**config.mk**
```make
export PLATFORM = sky130hd
export DESIGN_NAME = mips_multicycle_ctrl
export DESIGN_NICKNAME = d
export VERILOG_FILES = /design/src/rtl/mips_multicycle_ctrl.sv
export SDC_FILE = /design/constraint.sdc
export NUM_CORES = 1
export LEC_CHECK = 0
export ABC_AREA = 1
export CORE_UTILIZATION = 55
export CTS_BUF_LIST = sky130_fd_sc_hd__clkbuf_2 sky130_fd_sc_hd__clkbuf_4 sky130_fd_sc_hd__clkbuf_8
export DETAILED_ROUTE_END_ITERATION = 16
export PLACE_DENSITY = 0.89
export SLEW_MARGIN = 40
export SYNTH_ARGS = -nofsm -noshare
export SYNTH_HDL_FRONTEND = slang
export SYNTH_SLANG_ARGS = --single-unit
```
**constraint.sdc**
```tcl
create_clock -name i_clk -period 3.93 [get_ports i_clk]
set_input_delay 0.786 -clock i_clk [delete_from_list [all_inputs] [get_ports i_clk]]
set_output_delay 0.786 -clock i_clk [all_outputs]
set_load 0.01 [all_outputs]
```
**src/rtl/mips_multicycle_ctrl.sv**
```systemverilog
// mips_multicycle_ctrl
// Multi-cycle control unit for the MIPS-lite core. Walks each instruction
// through fetch, decode, execute, memory and writeback states and drives
// every datapath enable, mux select and ALU operation from the registered
// state. Memory accesses stall on a one-bit ready handshake, retired
// instructions are counted and a halt opcode parks the machine.
//
// Ports:
//   i_clk          rising-edge clock
//   i_rst          synchronous active-high reset
//   i_opcode       IR[31:26]
//   i_funct        IR[5:0]
//   i_zero         ALU zero flag, used in BRANCH
//   i_mem_ready    memory finished the current access this cycle
//   o_pc_en        PC load enable
//   o_iord         memory address select (0 PC, 1 ALUOut)
//   o_mem_read     memory read request
//   o_mem_write    memory write request
//   o_ir_write     IR load
//   o_reg_dst      register write address (0 rt, 1 rd)
//   o_mem_to_reg   register write data (0 ALUOut, 1 MDR)
//   o_reg_write    register file write enable
//   o_alu_src_a    ALU A select (0 PC, 1 A)
//   o_alu_src_b    ALU B select (00 B, 01 4, 10 imm, 11 imm<<2)
//   o_alu_ctrl     ALU operation
//   o_pc_source    PC next-value select (00 ALU, 01 ALUOut, 10 jump)
//   o_state        current state for debug
//   o_illegal      one-cycle pulse on unsupported opcode/funct
//   o_halted       sticky halt indication
//   o_instr_count  retired instruction count
module mips_multicycle_ctrl (
  input  logic        i_clk,
  input  logic        i_rst,
  input  logic [5:0]  i_opcode,
  input  logic [5:0]  i_funct,
  input  logic        i_zero,
  input  logic        i_mem_ready,
  output logic        o_pc_en,
  output logic        o_iord,
  output logic        o_mem_read,
  output logic        o_mem_write,
  output logic        o_ir_write,
  output logic        o_reg_dst,
  output logic        o_mem_to_reg,
  output logic        o_reg_write,
  output logic        o_alu_src_a,
  output logic [1:0]  o_alu_src_b,
  output logic [2:0]  o_alu_ctrl,
  output logic [1:0]  o_pc_source,
  output logic [3:0]  o_state,
  output logic        o_illegal,
  output logic        o_halted,
  output logic [31:0] o_instr_count
);

  typedef enum logic [3:0] {
    FETCH  = 4'd0,
    DECODE = 4'd1,
    MEMADR = 4'd2,
    MEMRD  = 4'd3,
    MEMWB  = 4'd4,
    MEMWR  = 4'd5,
    EXEC   = 4'd6,
    ALUWB  = 4'd7,
    BRANCH = 4'd8,
    JUMP   = 4'd9,
    ADDIEX = 4'd10,
    ADDIWB = 4'd11,
    HALT   = 4'd12
  } state_t;

  localparam logic [5:0] OP_R    = 6'h00;
  localparam logic [5:0] OP_LW   = 6'h23;
  localparam logic [5:0] OP_SW   = 6'h2B;
  localparam logic [5:0] OP_BEQ  = 6'h04;
  localparam logic [5:0] OP_J    = 6'h02;
  localparam logic [5:0] OP_ADDI = 6'h08;
  localparam logic [5:0] OP_HALT = 6'h3F;

  localparam logic [2:0] ALU_ADD = 3'b010;
  localparam logic [2:0] ALU_SUB = 3'b110;
  localparam logic [2:0] ALU_AND = 3'b000;
  localparam logic [2:0] ALU_OR  = 3'b001;
  localparam logic [2:0] ALU_SLT = 3'b111;

  state_t      r_state;
  state_t      w_nextState;
  logic        r_halted;
  logic [31:0] r_instrCount;
  logic [2:0]  w_functAlu;
  logic        w_functKnown;
  logic        w_retire;

  // R-type funct decode, shared by EXEC and ALUWB so the ALU operation
  // stays put across the writeback cycle.
  always_comb begin
    w_functAlu   = ALU_ADD;
    w_functKnown = 1'b1;
    case (i_funct)
      6'h20, 6'h21: w_functAlu = ALU_ADD;
      6'h22, 6'h23: w_functAlu = ALU_SUB;
      6'h24:        w_functAlu = ALU_AND;
      6'h25:        w_functAlu = ALU_OR;
      6'h2A:        w_functAlu = ALU_SLT;
      default: begin
        w_functAlu   = ALU_AND;
        w_functKnown = 1'b0;
      end
    endcase
  end

  // State register.
  always_ff @(posedge i_clk) begin
    if (i_rst) begin
      r_state <= FETCH;
    end else begin
      r_state <= w_nextState;
    end
  end

  // Next-state logic. Unused codes fall back to FETCH.
  always_comb begin
    w_nextState = FETCH;
    case (r_state)
      FETCH:  w_nextState = i_mem_ready ? DECODE : FETCH;
      DECODE: begin
        case (i_opcode)
          OP_LW, OP_SW: w_nextState = MEMADR;
          OP_R:         w_nextState = EXEC;
          OP_BEQ:       w_nextState = BRANCH;
          OP_J:         w_nextState = JUMP;
          OP_ADDI:      w_nextState = ADDIEX;
          OP_HALT:      w_nextState = HALT;
          default:      w_nextState = FETCH;
        endcase
      end
      MEMADR: w_nextState = (i_opcode == OP_SW) ? MEMWR : MEMRD;
      MEMRD:  w_nextState = i_mem_ready ? MEMWB : MEMRD;
      MEMWB:  w_nextState = FETCH;
      MEMWR:  w_nextState = i_mem_ready ? FETCH : MEMWR;
      EXEC:   w_nextState = w_functKnown ? ALUWB : FETCH;
      ALUWB:  w_nextState = FETCH;
      BRANCH: w_nextState = FETCH;
      JUMP:   w_nextState = FETCH;
      ADDIEX: w_nextState = ADDIWB;
      ADDIWB: w_nextState = FETCH;
      HALT:   w_nextState = HALT;
      default: w_nextState = FETCH;
    endcase
  end

  // Moore outputs from the registered state; only the FETCH handshake,
  // the branch zero gate and the illegal pulse look at live inputs.
  // Reset forces every control output low regardless of state.
  always_comb begin
    o_pc_en      = 1'b0;
    o_iord       = 1'b0;
    o_mem_read   = 1'b0;
    o_mem_write  = 1'b0;
    o_ir_write   = 1'b0;
    o_reg_dst    = 1'b0;
    o_mem_to_reg = 1'b0;
    o_reg_write  = 1'b0;
    o_alu_src_a  = 1'b0;
    o_alu_src_b  = 2'b00;
    o_alu_ctrl   = 3'b000;
    o_pc_source  = 2'b00;
    o_illegal    = 1'b0;
    if (!i_rst) begin
      case (r_state)
        FETCH: begin
          o_mem_read  = 1'b1;
          o_alu_src_b = 2'b01;
          o_alu_ctrl  = ALU_ADD;
          o_pc_en     = i_mem_ready;
          o_ir_write  = i_mem_ready;
        end
        DECODE: begin
          o_alu_src_b = 2'b11;
          o_alu_ctrl  = ALU_ADD;
          case (i_opcode)
            OP_R, OP_LW, OP_SW, OP_BEQ, OP_J, OP_ADDI, OP_HALT: o_illegal = 1'b0;
            default: o_illegal = 1'b1;
          endcase
        end
        MEMADR: begin
          o_alu_src_a = 1'b1;
          o_alu_src_b = 2'b10;
          o_alu_ctrl  = ALU_ADD;
        end
        MEMRD: begin
          o_mem_read = 1'b1;
          o_iord     = 1'b1;
        end
        MEMWB: begin
          o_reg_write  = 1'b1;
          o_mem_to_reg = 1'b1;
        end
        MEMWR: begin
          o_mem_write = 1'b1;
          o_iord      = 1'b1;
        end
        EXEC: begin
          o_alu_src_a = 1'b1;
          o_alu_ctrl  = w_functAlu;
          o_illegal   = !w_functKnown;
        end
        ALUWB: begin
          o_reg_write = 1'b1;
          o_reg_dst   = 1'b1;
          o_alu_ctrl  = w_functAlu;
        end
        BRANCH: begin
          o_alu_src_a = 1'b1;
          o_alu_ctrl  = ALU_SUB;
          o_pc_source = 2'b01;
          o_pc_en     = i_zero;
        end
        JUMP: begin
          o_pc_source = 2'b10;
          o_pc_en     = 1'b1;
        end
        ADDIEX: begin
          o_alu_src_a = 1'b1;
          o_alu_src_b = 2'b10;
          o_alu_ctrl  = ALU_ADD;
        end
        ADDIWB: begin
          o_reg_write = 1'b1;
        end
        default: begin
          o_pc_en = 1'b0;
        end
      endcase
    end
  end

  // An instruction retires on its final cycle back into FETCH; illegal
  // exits from DECODE/EXEC and HALT never count.
  always_comb begin
    w_retire = 1'b0;
    case (r_state)
      MEMWB, ALUWB, BRANCH, JUMP, ADDIWB: w_retire = 1'b1;
      MEMWR:   w_retire = i_mem_ready;
      default: w_retire = 1'b0;
    endcase
  end

  // Retired-instruction counter (wraps naturally) and sticky halt flag.
  always_ff @(posedge i_clk) begin
    if (i_rst) begin
      r_instrCount <= 32'd0;
      r_halted     <= 1'b0;
    end else begin
      if (w_retire) begin
        r_instrCount <= r_instrCount + 32'd1;
      end
      if (w_nextState == HALT) begin
        r_halted <= 1'b1;
      end
    end
  end

  assign o_state       = r_state;
  assign o_halted      = r_halted;
  assign o_instr_count = r_instrCount;

endmodule
```
; Yosys cells after proc, flatten, opt, wreduce, memory -nomap -nowiden
; Cells that the tools add are included.
[totals]
reg_bits = 37
output_inout_bits = 54
mem_count = 0
latchBits = 0
elab_cells = 83
inputBits = 16
romBits = 0
ram_bits = 0
[classes]
reduce_logical = 16
n_eq_ne = 26
shift = 0
n_mux = 37
multipliers = 0
order_cmp = 0
bitwise_logic = 0
div = 0
addsub = 1
[op_table]
columns = operator, count
row1 = $eq 6x6->1 const B, 10
row2 = $add 32x1->32 const B, 1
row3 = $pmux 4 s8, 1
row4 = $eq 4x4->1 const B, 6
row5 = $pmux 4 s6, 1
row6 = $mux 1, 21
row7 = $eq 4x3->1 const B, 4
row8 = $mux 3, 5
row9 = $reduce_or 2->1, 7
row10 = $reduce_or 7->1, 2
row11 = $pmux 3 s4, 1
row12 = $pmux 3 s3, 1
row13 = $eq 4x2->1 const B, 2
row14 = $reduce_or 4->1, 2
row15 = $eq 6x2->1 const B, 1
row16 = $eq 6x3->1 const B, 1
row17 = $eq 6x4->1 const B, 1
row18 = $logic_not 6->1, 1
row19 = $pmux 2 s3, 1
row20 = $reduce_or 5->1, 1
row21 = $eq 4x1->1 const B, 1
row22 = $logic_not 4->1, 1
row23 = $mux 2, 2
row24 = $pmux 1 s2, 2
row25 = other kinds (4), 4

; Depth between registers and ports, before layout
; Gate-level depths: netlist (run 1).
[depth]
word_depth = 6
mapped_depth = 11
depth_no_buf = 11

; Worst setup path before layout (run 1)
; No wires, ideal clock.
[synth_timing]
kind = in2out
startpoint = input i_rst
endpoint = output o_alu_ctrl[0]
required_ns = 3.144
stages = 5
path_slack_ns = 1.574
n_path_buf = 2
arrival_ns = 1.570
cell_sequence = clkbuf_1 -> inv_1 -> clkbuf_1 -> nand2_1 -> a21oi_1
[synth_via]
elab_chain_cells = 1
[synth_lines]
columns = item, line
row1 = "start, declared", 33  ; input logic i_rst,
row2 = $mux 3, 169  ; if (!i_rst) begin
row3 = "end, declared", 48  ; output logic [2:0] o_alu_ctrl,
; No other way between the ends.

; Worst setup path in the final report (run 1)
[layout_timing]
startpoint = input i_funct[5]
endpoint = output o_alu_ctrl[2]
[layout_via]
elab_chain_cells = 5
elab_cells_between_ends = 11
classes_between = 6 x eq/ne / 3 x mux / 2 x reduce/logical
[layout_lines]
columns = item, line
row1 = "start, declared", 35  ; input logic [5:0] i_funct,
row2 = $eq 6x6->1, 99  ; case (i_funct)
row3 = $reduce_or 2->1, 99
row4 = $pmux 3 s4 *, 99
row5 = $pmux 3 s3 *, 170  ; case (r_state)
row6 = $mux 3 *, 169
; Every way passes the cells marked *; elsewhere a longest branch is shown, timed or not.

==> results of run 1 <==
-- final cells by class --
cell class | count | area [um2]
timing repair buffer | 70 | 698
sequential | 37 | 741
clock inverter | 3 | 17.5
inverter | 43 | 161
fill | 405 | 1220
tap | 67 | 83.8
multi-input combinational | 384 | 1730
clock buffer | 5 | 68.8
-- per-stage QoR --
step	worst slack, ns	power, mW	hold WS, ns	cell area, um2	utilization, %
CTS	0.633	0.724	0.475	3500	74.2
floorplan	1.57	0.424	0.474	2720	-
global placement	0.718	0.458	0.464	3420	72.4
detailed placement	0.640	0.460	0.459	3420	72.4
finish	0.607	0.725	0.476	3500	74.2
global route	0.417	0.749	0.498	3500	74.2
-- placed cells by master (no fill, tap or decap), types with 3 or more instances in the layout --
| cell type | count |
|---|---|
| clkbuf_8 | 5 |
| nand3_1 | 23 |
| inv_2 | 7 |
| nor2_2 | 6 |
| inv_1 | 35 |
| nand2_1 | 177 |
| o21ai_0 | 6 |
| xor2_1 | 7 |
| dfxtp_1 | 37 |
| nor3_1 | 3 |
| clkdlybuf4s50_1 | 69 |
| nor2_1 | 92 |
| a21oi_1 | 34 |
| nand4_1 | 5 |
| nand3b_1 | 12 |
-- cells by family (layout without fill, tap and decap cells) --
kind of cell | count (synthesis) | count (layout) | share of synthesized area, %
compound gates | 49 | 49 | 10.0
simple gates | 325 | 325 | 50.5
buf+inv | 54 | 121 | 8.85
flops | 37 | 37 | 27.3
xor+xnor | 9 | 9 | 2.90
fa+ha+maj | 1 | 1 | 0.461
-- critical path: cells and delay by family --
kind	cells	cell delay [ns]
buffers and inverters	3	1.03
AO/OA/AOI/OAI	1	0.14
AND/OR/NAND/NOR	4	0.57
-- power groups by stage --
stage                     registers [mW]  logic [mW]  clock network, mW
after floorplan                    0.387      0.0374                  0
after global placement             0.387      0.0718                  0
after detailed placement           0.387      0.0737                  0
after CTS                          0.378      0.0743              0.272
after global routing               0.378      0.0825              0.288
final                              0.378      0.0751              0.272
-- sequential cells by signal (all words and copies together), names as in the netlist --
signal and flops:
o_halted 1, o_instr_count 32, o_state 4
-- metal layers --
layer	GRT usage, %	up-vias
li1	-	1628
met1	33.6	1438
met2	55.1	154
met3	6.25	29
met4	18.7	0
met5	0	-
-- how the worst min path moves through the flow --
stage          startpoint        to  slack (ns)  cells past startpoint
2_1_floorplan    o_halted  o_halted        0.47                      2
5_1_grt          o_halted  o_halted        0.50                      2
3_5_place_dp     o_halted  o_halted        0.46                      2
6_report         o_halted  o_halted        0.48                      2
4_1_cts          o_halted  o_halted        0.47                      2
3_3_place_gp     o_halted  o_halted        0.46                      2
==> impl_metrics.tcl, run 1 <==
set metrics [dict create \
    status "complete, no violations" \
    synth_common_cells "nand2_1, nor2_1, dfxtp_1" \
    grt_pass1_vias 3049 \
    grt_start_max_net_pins 44 \
    design.core.area_um2 4720 \
    final_layout_size_suffix_gt1_share_pct 5.72 \
    r2r_cells 10 \
    synth-main-ff-cell "dfxtp_1" \
    numCtsBuffers 5 \
    worst-r2r-setup-slack_ns 2.05 \
    final.setup.tns_ns 0 \
    viasPerCell 5.33 \
    ys_seq_elements 37 \
    maxSlewHeadroom_pct 59.5 \
    final_antenna_net_count 0 \
    numPortBuffers 69 \
    dieArea_um2 5220 \
    ys_top_cells_by_area "dfxtp_1, nand2_1, nor2_1" \
    synth_top_area_share_pct 27.3 \
    dp_hpwl_um 5840 \
    maxSlewViolCount 0 \
    insertion_delay_ns 0.30 \
    netlist_area_um2 2720 \
    combPwrFrac_pct 10.4 \
    vias 3249 \
    cp_max_fo 4 \
    vdd_drop_max_uv 114 \
    drc_errors 0 \
    ys_types 32 \
    end_kind "output port" \
    synth_nets 492 \
    hold_buffers 0 \
    p_clk_share_pct 37.5 \
    routabilityCongestion 0.969 \
    antenna_found_initial 0 \
    crit_end "o_alu_ctrl[2]" \
    layout.cells.non_filler 609 \
    die_w_um 72.3 \
    required_ns 3.14 \
    rsz0062_at_grt "no" \
    synth_edf_count 0 \
    synthToLayoutAreaGrowth_pct 29.1 \
    grt_overflow 0 \
    tightest_slew_ns 0.605 \
    maxCapViolCount 0 \
    row_count 25 \
    grt_first_pass_wirelength_um 12800 \
    synth.most_common_cell "nand2_1" \
    yosysSeqAreaShare_pct 27.3 \
    wl_met2_um 3810 \
    reg2reg_from "o_instr_count[0]" \
    p_leak_nw 1.29 \
    yosysWarnings 0 \
    startpoint_type "primary input" \
    dr_wl_met3_um 502 \
    drt-initial-drc-count 233 \
    worstSetupPathType "in -> out" \
    post-route-min-period_ns 3.32 \
    m1WireLength_um 3120 \
    pwr-share-seq_pct 52.1 \
    cts_resized 0 \
    slowest_delay_ns 0.55 \
    syn_area_per_cell_um2 5.72 \
    postCtsSetupRepairBufs 0 \
    min_path_type "reg -> reg" \
    num_antenna_cells 0 \
    start_util_pct 57.5 \
    topRoutingLayerUsed "met4" \
    clk_path_buf_depth 2 \
    setup_viol 0 \
    h-tree-depth 2 \
    synth_top_cell_by_area "dfxtp_1" \
    internal_power_uw 532 \
    wire_per_inst_um 12.7 \
    async_flop_share_pct 0 \
    ios 70 \
    track_usage_pct 30.9 \
    fmax_ghz 0.301 \
    cts_tree "built" \
    switching_share_pct 26.6 \
    nets 558 \
    crit_chain "clkdlybuf4s50_1, inv_1, nor2_1, nand3_1, nand2_1, nand3_1, a21oi_1, clkdlybuf4s50_1" \
    crit_start "i_funct[5]" \
    cpMaxStageDelayCell "clkdlybuf4s50_1" \
    postSynthCellCount 475 \
    period_share_pct 84.5 \
    clkSinkCount 37 \
    finalHoldViolCount 0 \
    fp.dieH_um 72.3 \
    clk_pin_slew_ns 0.08 \
    routed_wl_um 7730 \
    power_density_nw_per_um2 207 \
    numPlacedInstances 601 \
    r2r-end "o_instr_count[28]" \
    skew_ns 0.00612 \
    critPathArrivalTime_ns 2.54 \
    netSwitchingPower_uw 193 \
    drtPass1Iterations 5 \
    cts_root_buf "clkbuf_8" \
]
Note: power is estimated with default switching activity, not from simulation.
==> run 2, diff against run 1 <==
--- a/config.mk
+++ b/config.mk
@@ -6,10 +6,10 @@
 export NUM_CORES = 1
 export LEC_CHECK = 0
 export ABC_AREA = 1
-export CORE_UTILIZATION = 55
+export CORE_UTILIZATION = 51
 export CTS_BUF_LIST = sky130_fd_sc_hd__clkbuf_2 sky130_fd_sc_hd__clkbuf_4 sky130_fd_sc_hd__clkbuf_8
 export DETAILED_ROUTE_END_ITERATION = 16
-export PLACE_DENSITY = 0.89
+export PLACE_DENSITY = 0.83
 export SLEW_MARGIN = 40
 export SYNTH_ARGS = -nofsm -noshare
 export SYNTH_HDL_FRONTEND = slang
==> constraint.sdc (replaced) <==
create_clock -name i_clk -period 3.3 [get_ports i_clk]
set_input_delay 0.66 -clock i_clk [delete_from_list [all_inputs] [get_ports i_clk]]
set_output_delay 0.66 -clock i_clk [all_outputs]
set_load 0.01 [all_outputs]
==> impl_metrics.tcl, run 2 (synthesis gave the netlist of run 1 again) <==
set metrics [dict create \
    maxSlewHeadroom_pct 61.9 \
    worst-r2r-setup-slack_ns 1.46 \
    startpoint_type "primary input" \
    critPathBufInv 3 \
    clk_path_buf_depth 2 \
    end_kind "output port" \
    hold_buffers 0 \
    required_ns 2.64 \
    cts_root_buf "clkbuf_8" \
    hold_start "o_halted" \
    holdPathEnd "o_halted" \
    p_leak_nw 1.30 \
    routed_wl_um 7600 \
    routabilityCongestion 0.975 \
    final_layout_size_suffix_gt1_share_pct 5.89 \
    num_antenna_cells 0 \
    grt_first_pass_wirelength_um 12400 \
    critPathArrivalTime_ns 2.39 \
    fillers 481 \
    maxCapViolCount 0 \
    cp_top_family "buffers and inverters" \
    start_util_pct 53.2 \
    power_density_nw_per_um2 244 \
    crit_chain "clkdlybuf4s50_1, inv_1, nor2_1, nand3_1, nand2_1, nand3_1, a21oi_1, clkdlybuf4s50_1" \
    cts_tree "built" \
    final_antenna_net_count 0 \
    r2r_cells 8 \
    row_count 26 \
    setup_ws_ns 0.254 \
    place_ws_ns 0.266 \
    vias 3227 \
    grt_overflow 0 \
    antenna_found_initial 0 \
    insertion_delay_ns 0.28 \
    status "complete, no violations" \
    cpMaxStageDelayCell "clkdlybuf4s50_1" \
    cp_max_fo 4 \
    post-route-min-period_ns 3.05 \
    h-tree-depth 2 \
    die_w_um 75.0 \
    dieArea_um2 5620 \
    maxSlewViolCount 0 \
    drtPass1Iterations 5 \
    track_usage_pct 28.6 \
    tightest_slew_ns 0.571 \
    wire_per_inst_um 12.4 \
    layout_commonest_cell "nand2_1" \
    final_cell_mix "nand2_1, nor2_1, clkdlybuf4s50_1" \
    holdPathStages 2 \
    drt-initial-drc-count 255 \
    clk_pin_slew_ns 0.08 \
    finalHoldViolCount 0 \
    largest_reg_flops 32 \
    drc_errors 0 \
    grt_pass1_vias 2908 \
    fmax_ghz 0.328 \
    worstSetupPathType "in -> out" \
    min_path_type "reg -> reg" \
    final.setup.tns_ns 0 \
    numCtsBuffers 5 \
    design.core.area_um2 5110 \
    grt_start_max_net_pins 44 \
    fp.dieH_um 75.0 \
    clkSinkCount 37 \
    nets 559 \
    rsz0062_at_grt "no" \
    cts_resized 0 \
    skew_ns 0.00251 \
    vdd_drop_max_uv 159 \
    numPortBuffers 69 \
    reg2reg_from "o_instr_count[0]" \
    synthToLayoutAreaGrowth_pct 29.5 \
    period_share_pct 92.3 \
    r2r-end "o_instr_count[12]" \
    viasPerCell 5.26 \
    slowest_delay_ns 0.56 \
    postCtsSetupRepairBufs 0 \
    dp_hpwl_um 5790 \
    setup_viol 0 \
    ios 70 \
]
[run 2: cell count changes in the layout (fill, tap and decap cells not counted)]
cell / delta
buf_4: +1
clkinvlp_4: -1
clkbuf_4: +1
[run 2: final cells by class]
class | instances | area [um2] | share of cell area (%)
clock buffers | 6 | 76.3 | 2.17
clock inverters | 2 | 10.0 | 0.285
inverters | 43 | 161 | 4.59
multi-input cells | 384 | 1730 | 49.3
flip-flops and latches | 37 | 741 | 21.1
well taps | 70 | 87.6 | 2.49
repair buffers | 71 | 706 | 20.1
[run 2: routing by layer]
| layer | GRT usage (%) | wire length, um | up-vias |
|---|---|---|---|
| met4 | 10.5 | 186 | 0 |
| li1 | - | - | 1633 |
| met2 | 51.1 | 3740 | 143 |
| met1 | 34.1 | 3250 | 1433 |
| met5 | 0 | 0 | - |
| met3 | 5.09 | 431 | 18 |
[run 2: report_power, final]
part	internal [mW]	switching [mW]	total, mW	leakage [nW]
clock network	0.155	0.163	0.318	0.0484
logic	0.0412	0.0483	0.0896	0.955
registers	0.448	0.00219	0.450	0.298
total	0.644	0.213	0.857	1.30
[run 2: stage by stage]
stage	hold WS [ns]	instance area (um2)	utilization [%]	total power [mW]	instances
after detailed placement	0.463	3430	67.1	0.549	605
after floorplan	0.474	2720	-	0.505	475
after global routing	0.507	3520	68.8	0.888	613
final	0.474	3520	68.8	0.857	613
after global placement	0.463	3430	67.1	0.547	605
after CTS	0.478	3520	68.8	0.861	613
[run 2: how the worst max path moves through the flow]
stage	from	endpoint	slack (ns)	cells past startpoint
finish	i_funct[5]	o_alu_ctrl[2]	0.25	8
global placement	i_opcode[2]	o_illegal	0.33	8
floorplan	i_rst	o_alu_ctrl[0]	1.20	5
global route	i_funct[5]	o_alu_ctrl[2]	0.11	8
detailed placement	i_opcode[2]	o_illegal	0.27	8
CTS	i_opcode[2]	o_illegal	0.25	8
[run 2: worst reg2reg max path, cell delays in order (launching register included)]
cell	delay [ns]
dfxtp_1	0.49
ha_1	0.29
inv_1	0.09
nor2_2	0.26
inv_1	0.07
nor2_1	0.22
xor2_1	0.17
nand2_1	0.06
a21oi_1	0.12
